<file path="config.mk">
export PLATFORM = sky130hd
export DESIGN_NAME = div_seq
export DESIGN_NICKNAME = d
export VERILOG_FILES = /design/src/rtl/div_seq_pkg.sv /design/src/rtl/div_seq_step.sv /design/src/rtl/div_seq.sv
export SDC_FILE = /design/constraint.sdc
export NUM_CORES = 1
export LEC_CHECK = 0
export CORE_MARGIN = 1.5
export CORE_UTILIZATION = 45
export DETAILED_ROUTE_END_ITERATION = 7
export PLACE_DENSITY = 0.66
export SLEW_MARGIN = 0
export SYNTH_ARGS = -nofsm -noshare
export SYNTH_HDL_FRONTEND = slang
export SYNTH_SLANG_ARGS = --single-unit
</file>
<file path="constraint.sdc">
create_clock -name clk -period 3.2 [get_ports clk]
set_input_delay 0.64 -clock clk [delete_from_list [all_inputs] [get_ports clk]]
set_output_delay 0.64 -clock clk [all_outputs]
set_load 0.03 [all_outputs]
</file>
<file path="src/rtl/div_seq_pkg.sv">
`default_nettype none
// +------------------------------------------------------------------+
// | Module      : div_seq_pkg                                        |
// | Description : Shared types and constants for the sequential      |
// |               restoring divider (FSM encoding, ready levels,     |
// |               default operand width).                            |
// | Revision    : 1.0                                                |
// +------------------------------------------------------------------+
package div_seq_pkg;

  // Default operand width; quotient and remainder share it.
  localparam int c_DEF_DATA_W = 32;

  // Ready levels presented on ready_o.
  localparam logic c_READY     = 1'b1;
  localparam logic c_NOT_READY = 1'b0;

  // Divider control states.
  typedef enum logic [1:0] {
    FREE    = 2'd0,  // idle, waiting for a request
    BY_ZERO = 2'd1,  // divisor was zero, result is forced to 0
    ON      = 2'd2,  // iterating shift-subtract steps
    END     = 2'd3   // result presented until the requester drops start_i
  } div_state_t;

endpackage : div_seq_pkg
`default_nettype wire

</file>
<file path="src/rtl/div_seq_step.sv">
`default_nettype none
// +------------------------------------------------------------------+
// | Module      : div_seq_step                                       |
// | Description : One combinational restoring-division step. Shifts  |
// |               the next dividend bit into the partial remainder,  |
// |               trial-subtracts the divisor and shifts the         |
// |               resulting quotient bit in at the bottom.           |
// | Revision    : 1.0                                                |
// +------------------------------------------------------------------+
module div_seq_step #(
  parameter int DATA_W = 32
) (
  input  logic [DATA_W-1:0] i_rem,
  input  logic [DATA_W-1:0] i_quot,
  input  logic [DATA_W-1:0] i_divisor,
  output logic [DATA_W-1:0] o_rem,
  output logic [DATA_W-1:0] o_quot
);

  logic [DATA_W:0] w_partial;
  logic [DATA_W:0] w_diff;
  logic            w_fits;

  // The running remainder is always below the divisor, so the partial
  // remainder is below twice the divisor: a set top bit of the
  // (DATA_W+1)-bit difference means a borrow, i.e. the divisor did not fit.
  assign w_partial = {i_rem, i_quot[DATA_W-1]};
  assign w_diff    = w_partial - {1'b0, i_divisor};
  assign w_fits    = ~w_diff[DATA_W];

  // Keep the difference when the divisor fits, otherwise restore.
  assign o_rem  = w_fits ? w_diff[DATA_W-1:0] : w_partial[DATA_W-1:0];
  assign o_quot = {i_quot[DATA_W-2:0], w_fits};

endmodule : div_seq_step
`default_nettype wire

</file>
<file path="src/rtl/div_seq.sv">
`default_nettype none
// +------------------------------------------------------------------+
// | Module      : div_seq                                            |
// | Description : Multi-cycle signed/unsigned restoring divider for  |
// |               the execute stage. One quotient bit per cycle,     |
// |               stalls the pipeline while busy, result held until  |
// |               the request is withdrawn. Cancellable by annul_i.  |
// | Revision    : 1.0                                                |
// +------------------------------------------------------------------+
module div_seq
  import div_seq_pkg::*;
#(
  parameter int DATA_W = c_DEF_DATA_W
) (
  input  logic                  clk,
  input  logic                  rst,
  input  logic                  start_i,
  input  logic                  annul_i,
  input  logic                  signed_i,
  input  logic [DATA_W-1:0]     opdata1_i,
  input  logic [DATA_W-1:0]     opdata2_i,
  output logic [2*DATA_W-1:0]   result_o,
  output logic                  ready_o,
  output logic                  stall_req_o
);

  // Counter must reach DATA_W itself, hence the +1.
  localparam int                c_CNT_W   = $clog2(DATA_W + 1);
  localparam logic [c_CNT_W-1:0] c_STEPS  = c_CNT_W'(DATA_W);
  localparam logic [c_CNT_W-1:0] c_CNT_ONE = c_CNT_W'(1);

  div_state_t          r_state;
  logic [c_CNT_W-1:0]  r_cnt;
  logic [DATA_W-1:0]   r_rem;       // partial remainder
  logic [DATA_W-1:0]   r_quot;      // dividend bits shifting out, quotient bits in
  logic [DATA_W-1:0]   r_divisor;
  logic                r_quot_neg;  // quotient must be negated at the end
  logic                r_rem_neg;   // remainder must be negated at the end
  logic [2*DATA_W-1:0] r_result;
  logic                r_ready;

  logic [DATA_W-1:0]   w_abs_dividend;
  logic [DATA_W-1:0]   w_abs_divisor;
  logic                w_dividend_neg;
  logic                w_divisor_neg;
  logic [DATA_W-1:0]   w_step_rem;
  logic [DATA_W-1:0]   w_step_quot;
  logic [DATA_W-1:0]   w_quot_fixed;
  logic [DATA_W-1:0]   w_rem_fixed;

  // Operand magnitudes: sign handling only applies in signed mode.
  assign w_dividend_neg = signed_i & opdata1_i[DATA_W-1];
  assign w_divisor_neg  = signed_i & opdata2_i[DATA_W-1];
  assign w_abs_dividend = w_dividend_neg ? -opdata1_i : opdata1_i;
  assign w_abs_divisor  = w_divisor_neg  ? -opdata2_i : opdata2_i;

  // Final sign fix-up. The most-negative dividend over -1 wraps back to
  // itself through the negation, which is the intended no-trap result.
  assign w_quot_fixed = r_quot_neg ? -r_quot : r_quot;
  assign w_rem_fixed  = r_rem_neg  ? -r_rem  : r_rem;

  div_seq_step #(
    .DATA_W    (DATA_W)
  ) u_step (
    .i_rem     (r_rem),
    .i_quot    (r_quot),
    .i_divisor (r_divisor),
    .o_rem     (w_step_rem),
    .o_quot    (w_step_quot)
  );

  // Divider control, step counter, operand latches and registered outputs.
  always_ff @(posedge clk) begin
    if (rst) begin
      r_state    <= FREE;
      r_cnt      <= '0;
      r_rem      <= '0;
      r_quot     <= '0;
      r_divisor  <= '0;
      r_quot_neg <= 1'b0;
      r_rem_neg  <= 1'b0;
      r_result   <= '0;
      r_ready    <= c_NOT_READY;
    end else begin
      case (r_state)
        FREE: begin
          r_result <= '0;
          r_ready  <= c_NOT_READY;
          if (start_i && !annul_i) begin
            if (opdata2_i == '0) begin
              r_state <= BY_ZERO;
            end else begin
              r_rem      <= '0;
              r_quot     <= w_abs_dividend;
              r_divisor  <= w_abs_divisor;
              r_quot_neg <= w_dividend_neg ^ w_divisor_neg;
              r_rem_neg  <= w_dividend_neg;
              r_cnt      <= '0;
              r_state    <= ON;
            end
          end
        end

        BY_ZERO: begin
          if (annul_i) begin
            r_state <= FREE;
          end else begin
            r_result <= '0;
            r_ready  <= c_READY;
            r_state  <= END;
          end
        end

        ON: begin
          if (annul_i) begin
            r_cnt   <= '0;
            r_state <= FREE;
          end else if (r_cnt == c_STEPS) begin
            // All quotient bits produced: publish the sign-corrected result.
            r_result <= {w_rem_fixed, w_quot_fixed};
            r_ready  <= c_READY;
            r_state  <= END;
          end else begin
            r_rem  <= w_step_rem;
            r_quot <= w_step_quot;
            r_cnt  <= r_cnt + c_CNT_ONE;
          end
        end

        END: begin
          // Hold the result until the execute stage withdraws its request.
          if (!start_i) begin
            r_result <= '0;
            r_ready  <= c_NOT_READY;
            r_cnt    <= '0;
            r_state  <= FREE;
          end
        end

        default: begin
          r_state <= FREE;
        end
      endcase
    end
  end

  assign result_o    = r_result;
  assign ready_o     = r_ready;
  // Stall while a request is outstanding and not being flushed.
  assign stall_req_o = start_i & ~r_ready & ~annul_i;

endmodule : div_seq
`default_nettype wire

</file>
==> PnR_summary.wiki, run 1 <==
{| class="wikitable"
! Metric !! Value
|-
| Setup clock skew after layout || 0.0124 ns
|-
| VDD IR-drop max || 0.000329 V
|-
| Synth warn || 0
|-
| Wire length reported by the detailed router || 30.7 mm
|-
| Finished layout cell area || 14100 sq um
|-
| Remaining global-route overflow || 0
|-
| Post-synthesis instance area || 10900 sq um
|-
| Height of the chip || 159 microns
|-
| Standard cell core area || 23600 sq um
|-
| Cell breakdown of the critical path || or4_4 -> or4_4 -> or2_4 -> or3_1 -> or4_4 -> nand2b_4 -> o41ai_4 -> xnor2_1 -> a22o_1
|-
| Final Net Count || 1736
|-
| Power density normalized to cell area || 617 nW/um^2
|-
| Number of buffers added on ports || 134
|-
| Finished Layout Cells || 1955
|-
| Number of endpoints with negative hold slack in the final report || 0
|-
| Instance count on the critical path || 9
|-
| Number of enable flip-flop cells after synthesis || 0
|-
| Data required, critical path || 3.53 ns
|-
| Clk pin slew, worst setup/hold paths || 0.07 ns
|-
| H-tree levels || 4
|-
| Upper clock frequency limit || 0.319 GHz
|-
| Drt pass-1 iters || 6
|-
| Starting utilization of the core area || 46.3%
|-
| Post-DP HPWL || 23.1 mm
|-
| #FFs+latches synth || 171
|-
| Final-report setup violation count || 0
|-
| Inserted Diodes || 0
|-
| Largest fanout of any net on the critical path || 3
|-
| Worst Hold Class || register to register
|-
| Post-Route Hold Slack || 0.458 ns
|-
| Most repeated library cell on the critical path || sky130_fd_sc_hd__or4_4
|-
| Relative slew slack || 35.5%
|-
| Buffer type at the clock tree root || sky130_fd_sc_hd__clkbuf_16
|-
| Per-cell via count in the routed design || 5.48
|-
| Slew Limit Fails || 0
|-
| Number of top-level pins || 135
|-
| Main synth FF type || sky130_fd_sc_hd__dfxtp_1
|-
| Number of clock buffers inserted by TritonCTS || 17
|-
| Die area || 25200 sq um
|-
| DRC violation total after the first TritonRoute iteration || 663
|-
| Critical path start-end classification || register to register
|-
| Sequential area share after synthesis || 31.3%
|-
| Chip Width || 159 microns
|-
| Synth unique cells || 65
|-
| Yosys top cell area share || 31.3%
|-
| Layout cell share with drive strength beyond 1 || 11.4%
|-
| Most repeated cell in the gate-level netlist after synthesis || sky130_fd_sc_hd__nand2_1
|-
| TritonCTS clock tree || yes
|-
| FFs w/ async S/R, synth || 0%
|-
| Worst path top cell family by delay || simple AND/OR/NAND/NOR gates
|-
| Critical Path Source Type || register
|-
| Count of unresolved DRC violations after routing || 0
|-
| Post-route total power || 8720 uW
|-
| Avg Synthesized Cell Area || 7.67 sq um
|-
| Number of antenna violations at the first check in global routing || 0
|-
| Global-route wire length before repair || 50.3 mm
|-
| Clock latency of the later-clocked register in the worst-skew pair || 0.43 ns
|-
| Cell area reported after detailed placement || 13400 sq um
|-
| Standard-cell row count || 56
|-
| Final critical path time including I/O delays and setup || 3.13 ns
|-
| Count of nets left with antenna violations after detail routing || 0
|-
| Synth top area cells || sky130_fd_sc_hd__dfxtp_1, sky130_fd_sc_hd__xnor2_1, sky130_fd_sc_hd__nand2_1
|-
| Maximum buffer depth of the clock tree || 2
|-
| Period utilization || 97.8%
|-
| Cell taking the most area after synthesis || sky130_fd_sc_hd__dfxtp_1
|-
| Most frequent cells after synthesis || sky130_fd_sc_hd__nand2_1, sky130_fd_sc_hd__dfxtp_1, sky130_fd_sc_hd__nor2_1
|-
| Final RePlAce weighted congestion || 0.934
|-
| Hold Buf Count CTS || 0
|-
| Cells on Worst Hold Path || 2
|-
| Number of instances in the synthesized netlist || 1425
|-
| Synthesis-to-finish area growth || 29.4%
|-
| Detailed-route wire length per cell || 15.7 microns
|-
| Total track usage || 24.0%
|-
| Reg2reg path depth || 9
|-
| Sequential cell area || 3420 sq um
|-
| Area of the multi-input gates || 7070 sq um
|-
| Max-cap viol count || 0
|-
| Buf+Inv Stages, Crit Path || 0
|-
| Cell leakage power || 0.00549 uW
|-
| Kind of capture point of the worst setup path || register
|-
| Vias || 10700
|-
| Via count of the first global-routing pass || 10100
|-
| Status || complete, no violations
|-
| Placed Cells || 1920
|-
| Number of fill cells in the layout || 2192
|-
| Actual slew at the worst max-slew pin || 0.966 ns
|-
| Worst Path Arrival || 3.46 ns
|-
| Sink count of the clock tree || 171
|-
| Synthesized netlist net count || 1538
|-
| Maximum number of pins on one net before global-route repair || 52
|-
| Share of the core filled with cells || 59.9%
|-
| Delay contributed by the slowest stage of the critical path || 0.55 ns
|-
| Slowest cell on the critical path || sky130_fd_sc_hd__or4_4
|}
cell type report:
cell class	count	share of cell area (%)
timing repair buffer	259	17.2
clock buffer	19	3.13
multi-input combinational	1117	50.0
inverter	57	1.51
tap	319	2.82
clock inverter	13	1.09
sequential	171	24.2
cell families (layout without fill, tap and decap cells):
family	after synthesis	in the layout	share of synthesized area [%]
AND/OR/NAND/NOR	481	481	20.3
AO/OA/AOI/OAI	424	424	24.6
flip-flops	171	171	31.3
XOR/XNOR	147	147	11.8
buffers and inverters	137	348	4.94
adder cells (fa/ha/maj)	44	44	5.11
multiplexers	21	21	1.92
layer usage:
layer | part of all wire, % | vias up | track usage [%]
li1 | - | 5440 | -
met1 | 50 | 4951 | 35.0
met2 | 43 | 276 | 36.8
met3 | 5.0 | 37 | 3.29
met4 | 1.5 | 0 | 5.97
met5 | 0 | - | 0
tightest hold or removal path: stages (launching register included):
cell	delay, ns
sky130_fd_sc_hd__dfxtp_1	0.31
sky130_fd_sc_hd__nand2_1	0.05
sky130_fd_sc_hd__a21oi_1	0.05
report_power, final:
| group | internal [uW] | leakage (uW) | switching, uW |
|---|---|---|---|
| Combinational | 1750 | 0.00381 | 2250 |
| Sequential | 2340 | 0.00139 | 231 |
| Clock | 1190 | 0.000291 | 953 |
| Total | 5280 | 0.00549 | 3440 |
per-stage QoR:
step | setup TNS (ns) | setup WS, ns
2_1_floorplan | 0 | 0.0452
3_3_place_gp | -5.50 | -0.149
3_5_place_dp | -8.47 | -0.178
4_1_cts | 0 | 0.0263
5_1_grt | -0.0142 | -0.0142
6_report | 0 | 0.0690
state kept, by name, summed over array words and instances (netlist names):
signal	cells
r_state	2
r_rem_neg	1
r_quot_neg	1
r_cnt	6
r_rem	32
result_o	64
r_divisor	32
r_quot	32
ready_o	1
cell usage in the layout (no fill, tap or decap), types with 6 or more instances in the layout:
cell | netlist | routed
sky130_fd_sc_hd__ha_1 | 43 | 43
sky130_fd_sc_hd__a22oi_1 | 51 | 51
sky130_fd_sc_hd__buf_4 | 1 | 114
sky130_fd_sc_hd__nand2b_1 | 17 | 16
sky130_fd_sc_hd__nor4_1 | 8 | 7
sky130_fd_sc_hd__nor3b_1 | 9 | 7
sky130_fd_sc_hd__o41ai_1 | 17 | 17
sky130_fd_sc_hd__nand4_1 | 12 | 12
sky130_fd_sc_hd__a22o_1 | 11 | 11
sky130_fd_sc_hd__dfxtp_1 | 171 | 171
sky130_fd_sc_hd__nor3_1 | 19 | 18
sky130_fd_sc_hd__or4_1 | 14 | 12
sky130_fd_sc_hd__a21oi_1 | 112 | 111
sky130_fd_sc_hd__xor2_1 | 52 | 51
sky130_fd_sc_hd__nor2b_1 | 8 | 8
sky130_fd_sc_hd__o31ai_1 | 18 | 18
sky130_fd_sc_hd__mux2i_1 | 21 | 21
sky130_fd_sc_hd__nor2_1 | 151 | 150
sky130_fd_sc_hd__a211oi_1 | 30 | 29
sky130_fd_sc_hd__nand3_1 | 12 | 12
sky130_fd_sc_hd__and2_1 | 7 | 7
sky130_fd_sc_hd__o21bai_1 | 7 | 7
sky130_fd_sc_hd__nand2_1 | 184 | 184
sky130_fd_sc_hd__a21o_1 | 7 | 7
sky130_fd_sc_hd__a31oi_1 | 8 | 8
sky130_fd_sc_hd__or3_1 | 14 | 14
sky130_fd_sc_hd__clkbuf_16 | 0 | 19
sky130_fd_sc_hd__o21ai_1 | 5 | 6
sky130_fd_sc_hd__buf_12 | 0 | 10
sky130_fd_sc_hd__inv_1 | 56 | 56
sky130_fd_sc_hd__o21ai_0 | 117 | 114
sky130_fd_sc_hd__clkdlybuf4s50_1 | 0 | 133
sky130_fd_sc_hd__o211ai_1 | 10 | 10
sky130_fd_sc_hd__xnor2_1 | 95 | 95
final timing paths:
kind,to,startpoint,slack [ns]
worst max-delay path,result_o[29]$_SDFFE_PP0P_,r_quot[11]$_SDFFE_PP0P_,0.07
worst min-delay path,r_divisor[16]$_SDFFE_PP0P_,r_divisor[16]$_SDFFE_PP0P_,0.46
worst min register to register,r_divisor[16]$_SDFFE_PP0P_,r_divisor[16]$_SDFFE_PP0P_,0.46
worst max register to register,result_o[29]$_SDFFE_PP0P_,r_quot[11]$_SDFFE_PP0P_,0.07
repair_timing:
action,in CTS,in global routing
gates cloned,0,2
pin swaps,0,4
endpoints found under the setup margin,25,40
gates resized for setup,1,13
setup buffers,0,1
hold endpoints to repair,0,0
No activity file was read; power rests on OpenSTA's default activity.
==> inputs of run 2 (changes only) <==
==> constraint.sdc (replaced) <==
create_clock -name clk -period 2.6 [get_ports clk]
set_input_delay 0.52 -clock clk [delete_from_list [all_inputs] [get_ports clk]]
set_output_delay 0.52 -clock clk [all_outputs]
set_load 0.03 [all_outputs]
==> PnR_summary.wiki, run 2 (synthesis results as in run 1) <==
{| class="wikitable"
! Metric !! Value
|-
| Clock latency of the later-clocked register in the worst-skew pair || 0.44 ns
|-
| Inserted Diodes || 0
|-
| Number of endpoints with negative hold slack in the final report || 0
|-
| Detailed-route wire length per cell || 15.9 microns
|-
| Clock Power Share || 22.5%
|-
| Standard cell core area || 23600 sq um
|-
| Number of antenna violations at the first check in global routing || 0
|-
| Via count of the first global-routing pass || 11000
|-
| Synthesis-to-finish area growth || 48.8%
|-
| Cell breakdown of the critical path || or4_4 -> or4_4 -> or2_1 -> or3_1 -> or4_4 -> nand2b_4 -> o41ai_4 -> xnor2_1 -> a22o_1
|-
| Height of the chip || 159 microns
|-
| Final Net Count || 1912
|-
| Number of buffers added on ports || 134
|-
| Commonest cells after routing, fill and taps aside || sky130_fd_sc_hd__buf_4, sky130_fd_sc_hd__nand2_1, sky130_fd_sc_hd__dfxtp_1, sky130_fd_sc_hd__nor2_1, sky130_fd_sc_hd__clkdlybuf4s50_1
|-
| Maximum number of pins on one net before global-route repair || 49
|-
| Final RePlAce weighted congestion || 0.930
|-
| Largest fanout of any net on the critical path || 3
|-
| TritonCTS clock tree || yes
|-
| Vias || 11600
|-
| Period utilization || 119%
|-
| Max-cap viol count || 0
|-
| Critical path start-end classification || register to register
|-
| Violated checks || negative setup slack
|-
| Sink count of the clock tree || 171
|-
| Worst Hold Class || register to register
|-
| Share of the core filled with cells || 68.9%
|-
| Worst Path Arrival || 3.44 ns
|-
| Starting utilization of the core area || 46.3%
|-
| Post-DP HPWL || 24.8 mm
|-
| Maximum buffer depth of the clock tree || 2
|-
| Most repeated library cell on the critical path || sky130_fd_sc_hd__or4_4
|-
| Slew Limit Fails || 0
|-
| Delay contributed by the slowest stage of the critical path || 0.53 ns
|-
| Proportion of total power due to net switching || 38.9%
|-
| Slowest cell on the critical path || sky130_fd_sc_hd__or4_4
|-
| Upper clock frequency limit || 0.322 GHz
|-
| Standard-cell row count || 56
|-
| Buffer type at the clock tree root || sky130_fd_sc_hd__clkbuf_16
|-
| Commonest non-fill, non-tap cell in the layout || sky130_fd_sc_hd__buf_4
|-
| Proportion of power drawn by combinational gates || 52.3%
|-
| VDD IR-drop max || 0.000595 V
|-
| Chip Width || 159 microns
|-
| Count of unresolved DRC violations after routing || 0
|-
| Wire length reported by the detailed router || 34.0 mm
|-
| Worst slack at placement || -0.617 ns
|-
| Data required, critical path || 2.93 ns
|-
| Cell leakage power || 0.00657 uW
|-
| Per-cell via count in the routed design || 5.43
|-
| Remaining global-route overflow || 0
|-
| DRC violation total after the first TritonRoute iteration || 679
|-
| Clk pin slew, worst setup/hold paths || 0.08 ns
|-
| Total track usage || 26.0%
|-
| Flop pwr share || 25.2%
|-
| H-tree levels || 4
|-
| Critical Path Source Type || register
|-
| Drt pass-1 iters || 5
|-
| Actual slew at the worst max-slew pin || 0.761 ns
|-
| Setup clock skew after layout || 0.0125 ns
|-
| Placed Cells || 2076
|-
| Status || finished with violations
|-
| Number of clock buffers inserted by TritonCTS || 17
|-
| Die area || 25200 sq um
|-
| Relative slew slack || 49.2%
|-
| Final-report setup violation count || 47
|-
| Number of top-level pins || 135
|-
| Finished Layout Cells || 2131
|-
| Final critical path time including I/O delays and setup || 3.11 ns
|-
| Unrepaired setup endpoints after global routing || yes
|-
| Global-route wire length before repair || 54.2 mm
|-
| Cell Int Power || 7560 uW
|-
| Power density normalized to cell area || 761 nW/um^2
|-
| Setup WS post-layout || -0.506 ns
|-
| Number of flip-flops in the largest register || 64
|-
| Layout cell share with drive strength beyond 1 || 25.6%
|-
| Kind of capture point of the worst setup path || register
|-
| Psw || 4820 uW
|-
| Count of nets left with antenna violations after detail routing || 0
|}
run 2: cell type report:
class                      instances  area (sq um)
clock inverter                    15           221
fill                            1996          7350
multi-input combinational       1117          7630
tap                              319           399
timing repair buffer             435          3930
inverter                          57           218
clock buffer                      17           425
sequential                       171          3430
run 2: repair_timing:
item,CTS,global route
gates resized for setup,80,84
setup endpoints to repair,100,76
hold buffers,0,0
setup buffers,12,9
pin swaps,31,47
gates cloned,6,0
run 2: power by group through the flow:
stage               sequential (uW)  combinational, uW  clock (uW)
global placement               3150               5310           0
detailed placement             3160               5380           0
CTS                            3110               6090        2820
floorplan                      3160               3400           0
finish                         3120               6470        2780
global route                   3160               6990        2920
run 2: layer usage:
layer  wire length (microns)  track usage [%]  share of wire, %
met1                   16100             35.2                47
met2                   15800             43.5                47
met3                    1440             3.08               4.2
met4                     601             7.53               1.8
met5                       0                0                 0
run 2: final timing paths:
| kind | from | slack [ns] | endpoint | cells after the start |
|---|---|---|---|---|
| min reg2reg | r_divisor[16]$_SDFFE_PP0P_ | 0.45 | r_divisor[16]$_SDFFE_PP0P_ | 2 |
| max reg2reg | r_quot[11]$_SDFFE_PP0P_ | -0.51 | result_o[29]$_SDFFE_PP0P_ | 9 |
| min | r_divisor[16]$_SDFFE_PP0P_ | 0.45 | r_divisor[16]$_SDFFE_PP0P_ | 2 |
| max | r_quot[11]$_SDFFE_PP0P_ | -0.51 | result_o[29]$_SDFFE_PP0P_ | 9 |
run 2: metrics by stage:
stage / area, sq um / TNS (ns) / total power (uW) / hold WS (ns)
floorplan: 11200 / -9.97 / 6560 / 0.432
global placement: 14700 / -52.77 / 8460 / 0.439
detailed placement: 14700 / -56.97 / 8540 / 0.447
CTS: 15900 / -9.28 / 12000 / 0.454
global route: 16300 / -17.30 / 13100 / 0.475
finish: 16300 / -11.64 / 12400 / 0.453
run 2: worst max-delay path: cells and delay by family, from the launching register on:
family                    cells  cell delay [ns]
xor gates and xnor gates      1             0.09
DFF                           1             0.33
and+or+nand+nor               6             2.17
AOI/OAI and AO/OA             2             0.41
==> inputs of run 3 (changes only) <==
--- a/config.mk
+++ b/config.mk
@@ -9,6 +9,7 @@
 export CORE_UTILIZATION = 45
 export DETAILED_ROUTE_END_ITERATION = 7
 export PLACE_DENSITY = 0.66
+export REMOVE_ABC_BUFFERS = 1
 export SLEW_MARGIN = 0
 export SYNTH_ARGS = -nofsm -noshare
 export SYNTH_HDL_FRONTEND = slang
==> PnR_summary.wiki, run 3 (synthesis results as in run 1) <==
{| class="wikitable"
! Metric !! Value
|-
| Status || finished with violations
|-
| Violated checks || negative setup slack
|-
| Proportion of power drawn by combinational gates || 53.2%
|-
| Clock Power Share || 22.3%
|-
| Clock latency of the later-clocked register in the worst-skew pair || 0.44 ns
|-
| Per-cell via count in the routed design || 5.54
|-
| Cell Int Power || 7970 uW
|-
| Worst flop-to-flop path startpoint || r_quot[11]$_SDFFE_PP0P_
|-
| Setup WS post-layout || -0.483 ns
|-
| Launch point of the critical path || r_quot[11]$_SDFFE_PP0P_
|-
| Layout cell share with drive strength beyond 1 || 26.5%
|-
| Count of nets left with antenna violations after detail routing || 0
|-
| Period utilization || 119%
|-
| Slew Limit Fails || 0
|-
| Die area || 25200 sq um
|-
| Inserted Diodes || 0
|-
| VDD IR-drop max || 0.000400 V
|-
| Number of fill cells in the layout || 1896
|-
| Power density normalized to cell area || 766 nW/um^2
|-
| Final-report setup violation count || 47
|-
| Total track usage || 28.2%
|-
| Number of flip-flops in the largest register || 64
|-
| Count of unresolved DRC violations after routing || 0
|-
| Number of antenna violations at the first check in global routing || 2
|-
| Psw || 4780 uW
|-
| Setup slack, reg-to-reg || -0.48 ns
|-
| Reg2reg path depth || 9
|-
| Commonest non-fill, non-tap cell in the layout || sky130_fd_sc_hd__buf_4
|-
| Starting utilization of the core area || 46.3%
|-
| Finished Layout Cells || 2142
|-
| H-tree levels || 4
|-
| Worst slack at placement || -0.859 ns
|-
| Standard-cell row count || 56
|-
| Worst Hold Class || primary input to register
|-
| Number of endpoints with negative hold slack in the final report || 0
|-
| Number of buffers added on ports || 134
|-
| Detailed-route wire length per cell || 16.9 microns
|-
| Unrepaired setup endpoints after global routing || yes
|-
| Clk pin slew, worst setup/hold paths || 0.07 ns
|-
| Flop pwr share || 24.5%
|-
| Final RePlAce weighted congestion || 0.918
|-
| Final Net Count || 1924
|-
| Maximum buffer depth of the clock tree || 2
|-
| Via count of the first global-routing pass || 11300
|-
| Chip Width || 159 microns
|-
| Standard cell core area || 23600 sq um
|-
| Placed Cells || 2069
|-
| Number of top-level pins || 135
|-
| Actual slew at the worst max-slew pin || 0.726 ns
|-
| Final critical path time including I/O delays and setup || 3.08 ns
|-
| Post-DP HPWL || 24.7 mm
|-
| Worst r2r dst || result_o[29]$_SDFFE_PP0P_
|-
| Critical Path Source Type || register
|-
| Data required, critical path || 2.93 ns
|-
| Global-route wire length before repair || 58.0 mm
|-
| Kind of capture point of the worst setup path || register
|-
| Finished layout cell area || 16600 sq um
|-
| TritonCTS clock tree || yes
|-
| Upper clock frequency limit || 0.324 GHz
|-
| Buffer type at the clock tree root || sky130_fd_sc_hd__clkbuf_16
|-
| DRC violation total after the first TritonRoute iteration || 772
|-
| Critical path start-end classification || register to register
|-
| Sink count of the clock tree || 171
|-
| Relative slew slack || 51.5%
|-
| Wire length reported by the detailed router || 36.3 mm
|-
| Max-cap viol count || 0
|-
| Setup clock skew after layout || 0.0106 ns
|-
| Post-Route Hold Slack || 0.430 ns
|-
| Post-route total power || 12800 uW
|-
| Synthesis-to-finish area growth || 52.4%
|-
| Commonest cells after routing, fill and taps aside || sky130_fd_sc_hd__buf_4, sky130_fd_sc_hd__nand2_1, sky130_fd_sc_hd__dfxtp_1, sky130_fd_sc_hd__nor2_1, sky130_fd_sc_hd__clkdlybuf4s50_1
|-
| Height of the chip || 159 microns
|-
| Remaining global-route overflow || 0
|-
| Worst Path Arrival || 3.41 ns
|-
| Cell leakage power || 0.00686 uW
|-
| Vias || 11900
|-
| Number of clock buffers inserted by TritonCTS || 17
|-
| Cell area reported after detailed placement || 14600 sq um
|-
| Maximum number of pins on one net before global-route repair || 55
|-
| Drt pass-1 iters || 5
|-
| Proportion of total power due to net switching || 37.5%
|-
| Largest fanout of any net on the critical path || 3
|-
| Timing endpoint of the critical path || result_o[29]$_SDFFE_PP0P_
|}
## run 3: changes by cell type in the layout (fill, tap and decap cells not counted), moves of 7 or more
cell	before	now
sky130_fd_sc_hd__a211oi_1	28	12
sky130_fd_sc_hd__a211oi_2	2	18
sky130_fd_sc_hd__a21oi_1	97	105
sky130_fd_sc_hd__a21oi_2	13	6
sky130_fd_sc_hd__buf_16	4	11
sky130_fd_sc_hd__clkdlybuf4s50_1	124	111
sky130_fd_sc_hd__dlymetal6s2s_1	5	17
## run 3: final cells by class
type	count	area, sq um	area share [%]
Multi-Input combinational cell	1117	7700	46.3
Timing Repair Buffer	447	4240	25.5
Sequential cell	171	3440	20.7
Clock buffer	21	460	2.77
Tap cell	319	399	2.40
Inverter	57	214	1.29
Clock inverter	10	189	1.13
## run 3: power groups by stage
| stage | registers [uW] | logic [uW] | clock network [uW] |
|---|---|---|---|
| 5_1_grt | 3150 | 7330 | 2980 |
| 2_1_floorplan | 3180 | 3000 | 0 |
| 4_1_cts | 3110 | 6400 | 2860 |
| 3_5_place_dp | 3150 | 5210 | 0 |
| 3_3_place_gp | 3140 | 5140 | 0 |
| 6_report | 3120 | 6780 | 2850 |
## run 3: worst min path at each step
stage,startpoint,to,slack (ns),cells past startpoint
2_1_floorplan,r_divisor[16]$_SDFFE_PP0P_,r_divisor[16]$_SDFFE_PP0P_,0.43,2
3_3_place_gp,r_divisor[16]$_SDFFE_PP0P_,r_divisor[16]$_SDFFE_PP0P_,0.44,2
3_5_place_dp,r_divisor[16]$_SDFFE_PP0P_,r_divisor[16]$_SDFFE_PP0P_,0.45,2
4_1_cts,rst,result_o[50]$_SDFFE_PP0P_,0.42,2
5_1_grt,rst,result_o[50]$_SDFFE_PP0P_,0.43,2
6_report,rst,result_o[50]$_SDFFE_PP0P_,0.43,2
## run 3: routing by layer
metal,track usage (%),vias up,wire length [microns]
met5,0,-,0
met4,10.1,0,1110
met3,4.41,84,1750
met2,48.8,366,17700
met1,35.2,5584,15800
li1,-,5834,-
## run 3: timing repair
| item | 4_1_cts | 5_1_grt |
|---|---|---|
| gates cloned | 16 | 0 |
| setup buffers | 21 | 11 |
| endpoints found under the setup margin | 120 | 102 |
| pin swaps | 38 | 47 |
| gates resized for setup | 143 | 108 |
| hold buffers | 0 | 0 |
## run 3: worst max-delay path: stages, from the launching register on
cell and delay [ns]:
sky130_fd_sc_hd__dfxtp_2 0.32, sky130_fd_sc_hd__or4_4 0.53, sky130_fd_sc_hd__or4_4 0.43, sky130_fd_sc_hd__or2_4 0.25
sky130_fd_sc_hd__or3_4 0.33, sky130_fd_sc_hd__or4_4 0.42, sky130_fd_sc_hd__nand2b_4 0.19, sky130_fd_sc_hd__o41ai_4 0.23
sky130_fd_sc_hd__xnor2_1 0.09, sky130_fd_sc_hd__a22o_1 0.17
## run 3: through the flow
step | TNS, ns | util, %
finish | -10.55 | 70.5
global placement | -78.97 | 61.7
floorplan | -242.27 | -
CTS | -11.55 | 68.6
global route | -15.53 | 70.5
detailed placement | -82.33 | 61.7
